[config.mk]
export PLATFORM = sky130hd
export DESIGN_NAME = univ_shift_reg_seq
export DESIGN_NICKNAME = d
export VERILOG_FILES = /design/src/rtl/shift_reg_pkg.sv /design/src/rtl/shift_stage.sv /design/src/rtl/univ_shift_reg_seq.sv
export SDC_FILE = /design/constraint.sdc
export NUM_CORES = 1
export LEC_CHECK = 0
export ABC_AREA = 1
export BUFFER_PORTS_ARGS = -buffer_cell sky130_fd_sc_hd__buf_2
export CAP_MARGIN = 20
export CORE_ASPECT_RATIO = 0.8
export CORE_MARGIN = 4
export CORE_UTILIZATION = 45
export DETAILED_ROUTE_END_ITERATION = 16
export GPL_ROUTABILITY_DRIVEN = 0
export PLACE_DENSITY = 0.81
export SLEW_MARGIN = 20
export SYNTH_ARGS = -nofsm -noshare
export SYNTH_HDL_FRONTEND = slang
export SYNTH_SLANG_ARGS = --single-unit
[constraint.sdc]
create_clock -name CLK -period 1.4 [get_ports CLK]
set_input_delay 0.07 -clock CLK [delete_from_list [all_inputs] [get_ports CLK]]
set_output_delay 0.07 -clock CLK [all_outputs]
set_load 0.02 [all_outputs]
[src/rtl/shift_reg_pkg.sv]
// Shared mode codes, FSM encoding and mode classification for the universal shift register.
package shift_reg_pkg;

  localparam int unsigned MODE_W = 3;

  localparam logic [MODE_W-1:0] MODE_HOLD = 3'b000;
  localparam logic [MODE_W-1:0] MODE_SHR  = 3'b001;
  localparam logic [MODE_W-1:0] MODE_SHL  = 3'b010;
  localparam logic [MODE_W-1:0] MODE_LOAD = 3'b011;
  localparam logic [MODE_W-1:0] MODE_ROR  = 3'b100;
  localparam logic [MODE_W-1:0] MODE_ROL  = 3'b101;
  localparam logic [MODE_W-1:0] MODE_ASR  = 3'b110;
  localparam logic [MODE_W-1:0] MODE_RSVD = 3'b111;

  typedef enum logic [1:0] {
    ST_IDLE = 2'd0,
    ST_RUN  = 2'd1,
    ST_DONE = 2'd2
  } state_t;

  // Modes that move a bit out of the register and may be sequenced.
  function automatic logic is_shift_mode(input logic [MODE_W-1:0] m);
    return (m == MODE_SHR) || (m == MODE_SHL) || (m == MODE_ROR) ||
           (m == MODE_ROL) || (m == MODE_ASR);
  endfunction

endpackage

[src/rtl/shift_stage.sv]
// Single-step combinational shifter shared by direct and sequenced operation.
module shift_stage
  import shift_reg_pkg::*;
#(
  parameter int unsigned WIDTH = 4
) (
  input  logic [WIDTH-1:0]  val,
  input  logic [MODE_W-1:0] mode,
  input  logic              msb_in,
  input  logic              lsb_in,
  input  logic [WIDTH-1:0]  i_par,
  output logic [WIDTH-1:0]  nxt,
  output logic              out_bit
);

  // One step of the selected operation; hold and reserved leave the value alone.
  always_comb begin
    nxt     = val;
    out_bit = 1'b0;
    case (mode)
      MODE_SHR: begin
        nxt     = {msb_in, val[WIDTH-1:1]};
        out_bit = val[0];
      end
      MODE_SHL: begin
        nxt     = {val[WIDTH-2:0], lsb_in};
        out_bit = val[WIDTH-1];
      end
      MODE_LOAD: nxt = i_par;
      MODE_ROR: begin
        nxt     = {val[0], val[WIDTH-1:1]};
        out_bit = val[0];
      end
      MODE_ROL: begin
        nxt     = {val[WIDTH-2:0], val[WIDTH-1]};
        out_bit = val[WIDTH-1];
      end
      MODE_ASR: begin
        nxt     = {val[WIDTH-1], val[WIDTH-1:1]};
        out_bit = val[0];
      end
      default: ;
    endcase
  end

endmodule

[src/rtl/univ_shift_reg_seq.sv]
// Universal shift register with direct modes and a start/busy/done sequenced N-step shift.
module univ_shift_reg_seq
  import shift_reg_pkg::*;
#(
  parameter int unsigned WIDTH = 4,
  parameter int unsigned CNT_W = 3
) (
  input  logic              CLK,
  input  logic              Clear_b,
  input  logic [MODE_W-1:0] mode,
  input  logic [WIDTH-1:0]  I_par,
  input  logic              MSB_in,
  input  logic              LSB_in,
  input  logic              start,
  input  logic [CNT_W-1:0]  cnt,
  output logic [WIDTH-1:0]  A_par,
  output logic              ser_out,
  output logic              busy,
  output logic              done
);

  state_t            state_q, state_d;
  logic [WIDTH-1:0]  a_q, a_d;
  logic              ser_q, ser_d;
  logic              busy_q, busy_d;
  logic              done_q, done_d;
  logic [CNT_W-1:0]  steps_q, steps_d;
  logic [MODE_W-1:0] mode_q, mode_d;

  logic [MODE_W-1:0] stage_mode;
  logic [WIDTH-1:0]  stage_nxt;
  logic              stage_out;
  logic              seq_req;

  // A sequenced request is only recognised for shift-class modes while idle.
  assign seq_req = (state_q == ST_IDLE) && start && is_shift_mode(mode);

  // RUN replays the latched mode; IDLE executes live mode unless a request is taken.
  assign stage_mode = (state_q == ST_RUN)                ? mode_q :
                      ((state_q == ST_IDLE) && !seq_req) ? mode   : MODE_HOLD;

  shift_stage #(.WIDTH(WIDTH)) u_stage (
    .val     (a_q),
    .mode    (stage_mode),
    .msb_in  (MSB_in),
    .lsb_in  (LSB_in),
    .i_par   (I_par),
    .nxt     (stage_nxt),
    .out_bit (stage_out)
  );

  // Next-state, datapath and handshake decode.
  always_comb begin
    state_d = state_q;
    a_d     = stage_nxt;
    ser_d   = ser_q;
    steps_d = steps_q;
    mode_d  = mode_q;
    busy_d  = 1'b0;
    done_d  = 1'b0;

    if (is_shift_mode(stage_mode)) ser_d = stage_out;

    case (state_q)
      ST_IDLE: begin
        if (seq_req) begin
          mode_d  = mode;
          steps_d = cnt;
          state_d = (cnt == '0) ? ST_DONE : ST_RUN;
        end
      end
      ST_RUN: begin
        steps_d = steps_q - CNT_W'(1);
        if (steps_q == CNT_W'(1)) state_d = ST_DONE;
      end
      ST_DONE: state_d = ST_IDLE;
      default: state_d = ST_IDLE;
    endcase

    busy_d = (state_d == ST_RUN);
    done_d = (state_d == ST_DONE);
  end

  // State and output registers; reset aborts any sequence without a done pulse.
  always_ff @(posedge CLK or negedge Clear_b) begin
    if (!Clear_b) begin
      state_q <= ST_IDLE;
      a_q     <= '0;
      ser_q   <= 1'b0;
      busy_q  <= 1'b0;
      done_q  <= 1'b0;
      steps_q <= '0;
      mode_q  <= MODE_HOLD;
    end else begin
      state_q <= state_d;
      a_q     <= a_d;
      ser_q   <= ser_d;
      busy_q  <= busy_d;
      done_q  <= done_d;
      steps_q <= steps_d;
      mode_q  <= mode_d;
    end
  end

  assign A_par   = a_q;
  assign ser_out = ser_q;
  assign busy    = busy_q;
  assign done    = done_q;

endmodule

# Word level (Yosys, flattened, before mapping)
# Cells that the tools add are included.
# Widths: inputs -> output; s select.
[op_classes]
add_sub_neg = 1
n_reduce_logical = 22
order_cmp = 0
eq_ne = 16
shifts = 0
bitwise = 1
div_mod_pow = 0
mul = 0
muxes = 10
[ops]
columns = ["operator", "n"]
rows = [
  ["$pmux 4 s6", 1],
  ["$eq 3x3->1 const B", 6],
  ["$eq 3x1->1 const B", 3],
  ["$eq 3x2->1 const B", 3],
  ["$mux 3", 3],
  ["$logic_or 1x1->1", 8],
  ["$mux 2", 3],
  ["$pmux 3 s2", 1],
  ["$reduce_and 2->1", 3],
  ["$reduce_bool 6->1", 1],
  ["$reduce_bool 5->1", 1],
  ["$eq 2x1->1 const B", 2],
  ["$pmux 2 s2", 1],
  ["$logic_and 1x1->1", 3],
  ["$logic_not 3->1", 1],
  ["$reduce_or 3->1", 1],
  ["$sub 3x1->3 const B", 1],
  ["$eq 2x2->1 const B", 1],
  ["$logic_not 2->1", 1],
  ["$ne 2x2->1 const B", 1],
  ["$pmux 1 s2", 1],
  ["$reduce_bool 2->1", 1],
  ["$reduce_or 2->1", 1],
  ["$logic_not 1->1", 1],
  ["$not 1->1", 1],
]
[totals]
mem_count = 0
latchBits = 0
regBits = 15
output_inout_bits = 7
ram_bits = 0
romBits = 0
input_bits = 15
wordCells = 58

# Logic depth before layout (Yosys ltp)
[logic_depth]
ltp_word = 15
mapped_depth = 13
ltp_nobuf = 13

# Cells and area by module
# Synthesis repeated with hierarchy kept, for this count alone.
[hier_totals]
hier_cells = 149
hier_area_um2 = 1047.3
[modules_own_cells]
columns = ["module", "n_inst", "seq_area_each_um2", "cells_each", "area_per_inst_um2"]
rows = [
  ["univ_shift_reg_seq", 1, 375.4, 83, 718.2],
  ["shift_stage", 1, 0.0, 66, 329.1],
]

# Worst setup path before layout
# OpenSTA, ideal clock, no wires.
[synth_path]
path_kind = "reg2reg"
startpoint = "register state_q[1]"
endpoint = "register a_q[1] (netlist: A_par[1])"
n_path_buf = 0
stages_incl_launch_ff = 9
slack_ns = -0.075
setup_ns = 0.117
t_arrival_ns = 1.358
required_ns = 1.283
synth_period_minus_slack_ns = 1.475
path_cell_list = "dfrtp_1 -> nor2_4 -> nand2_1 -> nand2_4 -> nand3_2 -> o211ai_2 -> nand2_1 -> nor2_1 -> nor2_1"
[synth_between]
elab_chain_len = 9
elab_cells_between_ends = 16
cone_classes = "eq/ne: 7; mux: 3; reduce/logical: 6"
[synth_lines]
columns = ["item", "line", "source"]
rows = [
  ["from (decl)", "univ_shift_reg_seq.sv:22", "state_t state_q, state_d;"],
  ["from (signal assigned)", "univ_shift_reg_seq.sv:95", "state_q <= state_d;"],
  ["$logic_not 2->1", "univ_shift_reg_seq.sv:36, univ_shift_reg_seq.sv:40", ""],
  ["$logic_and 1x1->1 (2 in series)", "univ_shift_reg_seq.sv:36", "assign seq_req = (state_q == ST_IDLE) && start && is_shift_mode(mode);"],
  ["$logic_not 1->1", "univ_shift_reg_seq.sv:40", "((state_q == ST_IDLE) && !seq_req) ? mode : MODE_HOLD;"],
  ["$logic_and 1x1->1", "univ_shift_reg_seq.sv:40", ""],
  ["$mux 3", "univ_shift_reg_seq.sv:40", ""],
  ["$mux 3 (*)", "univ_shift_reg_seq.sv:39", "assign stage_mode = (state_q == ST_RUN) ? mode_q :"],
  ["$eq 3x3->1, or another cell as far along", "shift_stage.sv:20", "case (mode)"],
  ["$pmux 4 s6 / $reduce_bool 6->1 (equally long branches)", "--", ""],
  ["to (signal assigned)", "univ_shift_reg_seq.sv:88", "a_q <= '0;"],
  ["to (signal assigned)", "univ_shift_reg_seq.sv:96", "a_q <= a_d;"],
  ["to (decl)", "univ_shift_reg_seq.sv:23", "logic [WIDTH-1:0] a_q, a_d;"],
]
# Every way passes the cells marked *; elsewhere a longest branch is shown, timed or not.
# A chain may end at the register's enable or synchronous reset.

# Final worst setup path
[layout_path]
startpoint = "register state_q[1]"
endpoint = "register a_q[2] (netlist: A_par[2])"
# The elaborated chain is that of the path after synthesis.

==> results <==
- The run finished, with violations left.
- The final reports fail on setup timing.
- The post-synth design cell area is 1010 um^2.
- The leakage dissipation is 0.680 nW.
- The first global-routing pass estimated 4170 um of wire.
- Of the total power, combinational logic draws 0.694.
- The fraction of final layout cells with drive strength greater than 1 is 0.399.
- Synthesis produced a netlist whose cell count is 133.
- Clock tree synthesis inserted a total of 3 buffers.
- 22 I/O pins were placed.
- Clock-pin slew was measured on the worst setup and hold paths at 0.09 ns.
- Power spread over the standard cell area amounts to 2600 nW/um^2.
- The total number of vias is 989.
- The via count of the first global-routing pass is 1,012.
- The number of pins with negative max-slew slack in the final report is 0.
- The normalized max-slew margin is 0.749.
- The number of standard cells in the layout, taps in and fillers out is 193.
- The share of the core filled with cells is 0.625.
- The share of synthesized area in the top cell type comes to 0.372.
- The core area is 2140 um^2.
- The worst hold path was traced through 3 stages.
- The post-synthesis average cell area is 7.58 um^2.
- In the post-synthesis netlist, the biggest area contributors are sky130_fd_sc_hd__dfrtp_1, sky130_fd_sc_hd__nand2_1, sky130_fd_sc_hd__nand3_1.
- In the final layout, the multi-input gates occupy 643 um^2.
- The root buffer cell is sky130_fd_sc_hd__clkbuf_4.
- The maximum fanout along the worst path is 7.
- By count the netlist is led by sky130_fd_sc_hd__nand2_1, sky130_fd_sc_hd__dfrtp_1, sky130_fd_sc_hd__nor2_1.
- The filler cells instantiated in the layout total 188.
- After synthesis, the netlist uses 22 different library cells.
- The clock latency reported for the late side of the worst-skew pair is 0.28 ns.
- The number of placed instances, taps included, is 185.
- The worst setup path is captured at a flip-flop.
- In this run the number of H-tree levels came out at 1.
- The worst hold path belongs to the class in2reg.
- The endpoint required time on the critical path is 1.58 ns.
- The largest net degree at the start of global routing is 16.
- Setup violations remaining at the end of the flow were counted as 6.
- Input and output buffers added on the ports amount to 21.
- The transition time at the pin with the least slew margin is 0.374 ns.
- The most common cell in the synthesized netlist is sky130_fd_sc_hd__nand2_1.
- After the first detailed-routing iteration, the DRC count stood at 32.
- The total overflow left after global routing is 0.
- The share of the Yosys chip area taken by registers is 0.372.
- Synthesis produced a netlist with a net count of 150.
- The signal arrival time at the worst endpoint is 1.77 ns.
- The worst-case clock skew is 0.00633 ns.
- The number of maximum-capacitance violations is 0.
- The synthesized design contains 0 enable-type register cells.
- No sink is reached through more buffers than the 2 on the longest clock path.
- The floorplan has 15 rows.
- The switching power of the nets is 1.80 mW.
- The width of the die is 60.9 um.
- In this run the critical register-to-register path is launched from state_q[1].
- The die covers 3070 um^2.
- Synthesis inferred 15 register bits.
- The total number of nets in the final design is 186.
- For this run, the leading register cell type out of synthesis is sky130_fd_sc_hd__dfrtp_1.
- The average wire per cell in the routed design is 12.4 um.
- The clock network fraction of total power is 0.069.
- The switching share of total power is 0.517.
- During synthesis, Yosys emitted a total of 0 warnings.
- The share of total power dissipated in sequential elements is 0.236.
- In the synthesized netlist the async set-or-reset flop fraction comes to 1.00.
- The cell type with the highest aggregate area in the netlist is sky130_fd_sc_hd__dfrtp_1.
- The first detailed-routing pass took 4 iterations.
- The overall power consumption is 3.47 mW.
- Once detail routing completed, the nets flagged for antenna violations numbered 0.
- In the finished design, the share of the clock period the worst path needs comes to 1.14.
- The total wire length after detailed routing is 2400 um.
- Across the whole layout, storage elements account for 377 um^2.
- IR analysis of the VDD net gives a maximum drop of 1.36 mV.
- The routed via count divided by cell count is 5.12.
- Once routing completed, OpenROAD measured the worst setup slack at -0.193 ns.
- The cell-internal power is 1.68 mW.
- Across every metal layer, demand over resource in global routing totals 0.175.
- Across all register-to-register paths, the minimum setup slack is -0.19 ns.
- The area added between synthesis and finish is 32.6%.
- The worst hold path terminates at mode_q[1].
- Setup repair after global routing could not meet its margin everywhere.
- The number of antenna violations at the first check in global routing came to 0.
- The number of hold-slack violations in the final timing report came to 0.
- The initial utilization of the core area, before any placement, comes to 0.471.
- The residual DRC count is 0.
- The clock drives 15 sinks.
- The startpoint of the tightest hold check path is mode[1].
- The type of element launching the critical path is a flip-flop.
- The repair_antennas step left the layout with diodes totalling 0.
- The smallest clock period supported by the final layout is computed as 1.59 ns.
- The die height is 50.3 um.
- The worst setup path category is reg2reg.
- The worst register-to-register path has a depth of 10.
- The endpoint identified for the worst register-to-register timing path is A_par[2].
- Based on the critical path, the design can be clocked at up to 628 MHz.
- TritonCTS built the clock tree.
- The total half-perimeter wirelength after legalization and detailed placement is 1820 um.
==> cells in the final DEF (no fill, tap or decap), types with 3 or more instances in the layout <==
cell type / Yosys / final
sky130_fd_sc_hd__nand4_1: 3 / 3
sky130_fd_sc_hd__nor2_1: 12 / 11
sky130_fd_sc_hd__o21ai_2: 0 / 4
sky130_fd_sc_hd__nand2_1: 41 / 36
sky130_fd_sc_hd__nand3_1: 11 / 11
sky130_fd_sc_hd__inv_2: 6 / 5
sky130_fd_sc_hd__dfrtp_1: 15 / 14
sky130_fd_sc_hd__buf_2: 0 / 21
sky130_fd_sc_hd__nand3_4: 3 / 4
sky130_fd_sc_hd__nand2_2: 2 / 6
sky130_fd_sc_hd__buf_4: 0 / 7
sky130_fd_sc_hd__clkbuf_4: 0 / 3
sky130_fd_sc_hd__inv_1: 11 / 10
sky130_fd_sc_hd__nor2_4: 2 / 3
sky130_fd_sc_hd__o21ai_0: 9 / 7
==> state kept, by name (all words and copies together) (netlist names) <==
register and count:
A_par 4, mode_q 3, steps_q 3, state_q 2, busy 1, done 1, ser_out 1
==> worst max-delay path by stage <==
| stage | depth (start not counted) | start | slack (ns) | to |
|---|---|---|---|---|
| after floorplan | 10 | state_q[1] | -0.04 | A_par[2] |
| after global placement | 8 | state_q[1] | -0.13 | A_par[2] |
| after detailed placement | 10 | state_q[1] | -0.15 | A_par[2] |
| after CTS | 10 | state_q[1] | -0.16 | A_par[2] |
| after global routing | 10 | state_q[1] | -0.31 | A_par[2] |
| final | 10 | state_q[1] | -0.19 | A_par[2] |
==> area by class of cell <==
class                           instances  share of cell area
Sequential cell                        15               0.282
Clock inverter                          1             0.00374
Multi-Input combinational cell        101               0.481
Tap cell                               25              0.0234
Inverter                               17              0.0515
Timing Repair Buffer                   31               0.142
Clock buffer                            3              0.0168
==> critical path, cell delays in order (launching register included) <==
cell                      delay [ns]
sky130_fd_sc_hd__dfrtp_2        0.46
sky130_fd_sc_hd__nor2_4         0.15
sky130_fd_sc_hd__nand3_2        0.08
sky130_fd_sc_hd__nand3_2        0.11
sky130_fd_sc_hd__nand2_8        0.10
sky130_fd_sc_hd__nor2_8         0.16
sky130_fd_sc_hd__inv_2          0.09
sky130_fd_sc_hd__nand3_1        0.09
sky130_fd_sc_hd__nand2_1        0.08
sky130_fd_sc_hd__nor2_2         0.12
sky130_fd_sc_hd__nor2_1         0.05
==> metal layers <==
metal / GRT usage / part of all wire
met1: 0.225 / 0.45
met5: 0 / 0
met4: 0.0650 / 0.0088
met2: 0.294 / 0.51
met3: 0.0231 / 0.030
==> stage by stage <==
stage | instance area (um^2) | setup TNS [ns] | setup slack [ns] | hold WS, ns
global route | 1340 | -1.58 | -0.308 | 0.0603
finish | 1340 | -0.766 | -0.193 | 0.0405
detailed placement | 1210 | -0.653 | -0.155 | -0.0135
CTS | 1280 | -0.784 | -0.157 | 0.0451
floorplan | 1030 | -0.178 | -0.0426 | -0.226
global placement | 1210 | -0.506 | -0.127 | -0.0188
==> what timing repair did <==
| action | 4_1_cts | 5_1_grt |
|---|---|---|
| setup buffers | 2 | 1 |
| endpoints found under the setup margin | 5 | 12 |
| gates resized for setup | 7 | 11 |
| gates cloned | 0 | 0 |
| hold endpoints to repair | 15 | 0 |
| hold buffers | 1 | 0 |
| pin swaps | 8 | 3 |
==> power groups by stage <==
stage | Combinational, mW | Sequential, mW | Clock (mW)
2_1_floorplan | 1.43 | 0.916 | 0
3_3_place_gp | 2.02 | 0.814 | 0
3_5_place_dp | 2.10 | 0.825 | 0
4_1_cts | 2.20 | 0.816 | 0.245
5_1_grt | 2.69 | 0.842 | 0.267
6_report | 2.41 | 0.821 | 0.241
==> cells by family after synthesis <==
family	share of synthesized area
AND/OR/NAND/NOR	0.440
AO/OA/AOI/OAI	0.0992
buffers and inverters	0.0633
flip-flops	0.372
adder cells (fa/ha/maj)	0.0248
Note: power is estimated with default switching activity, not from simulation.
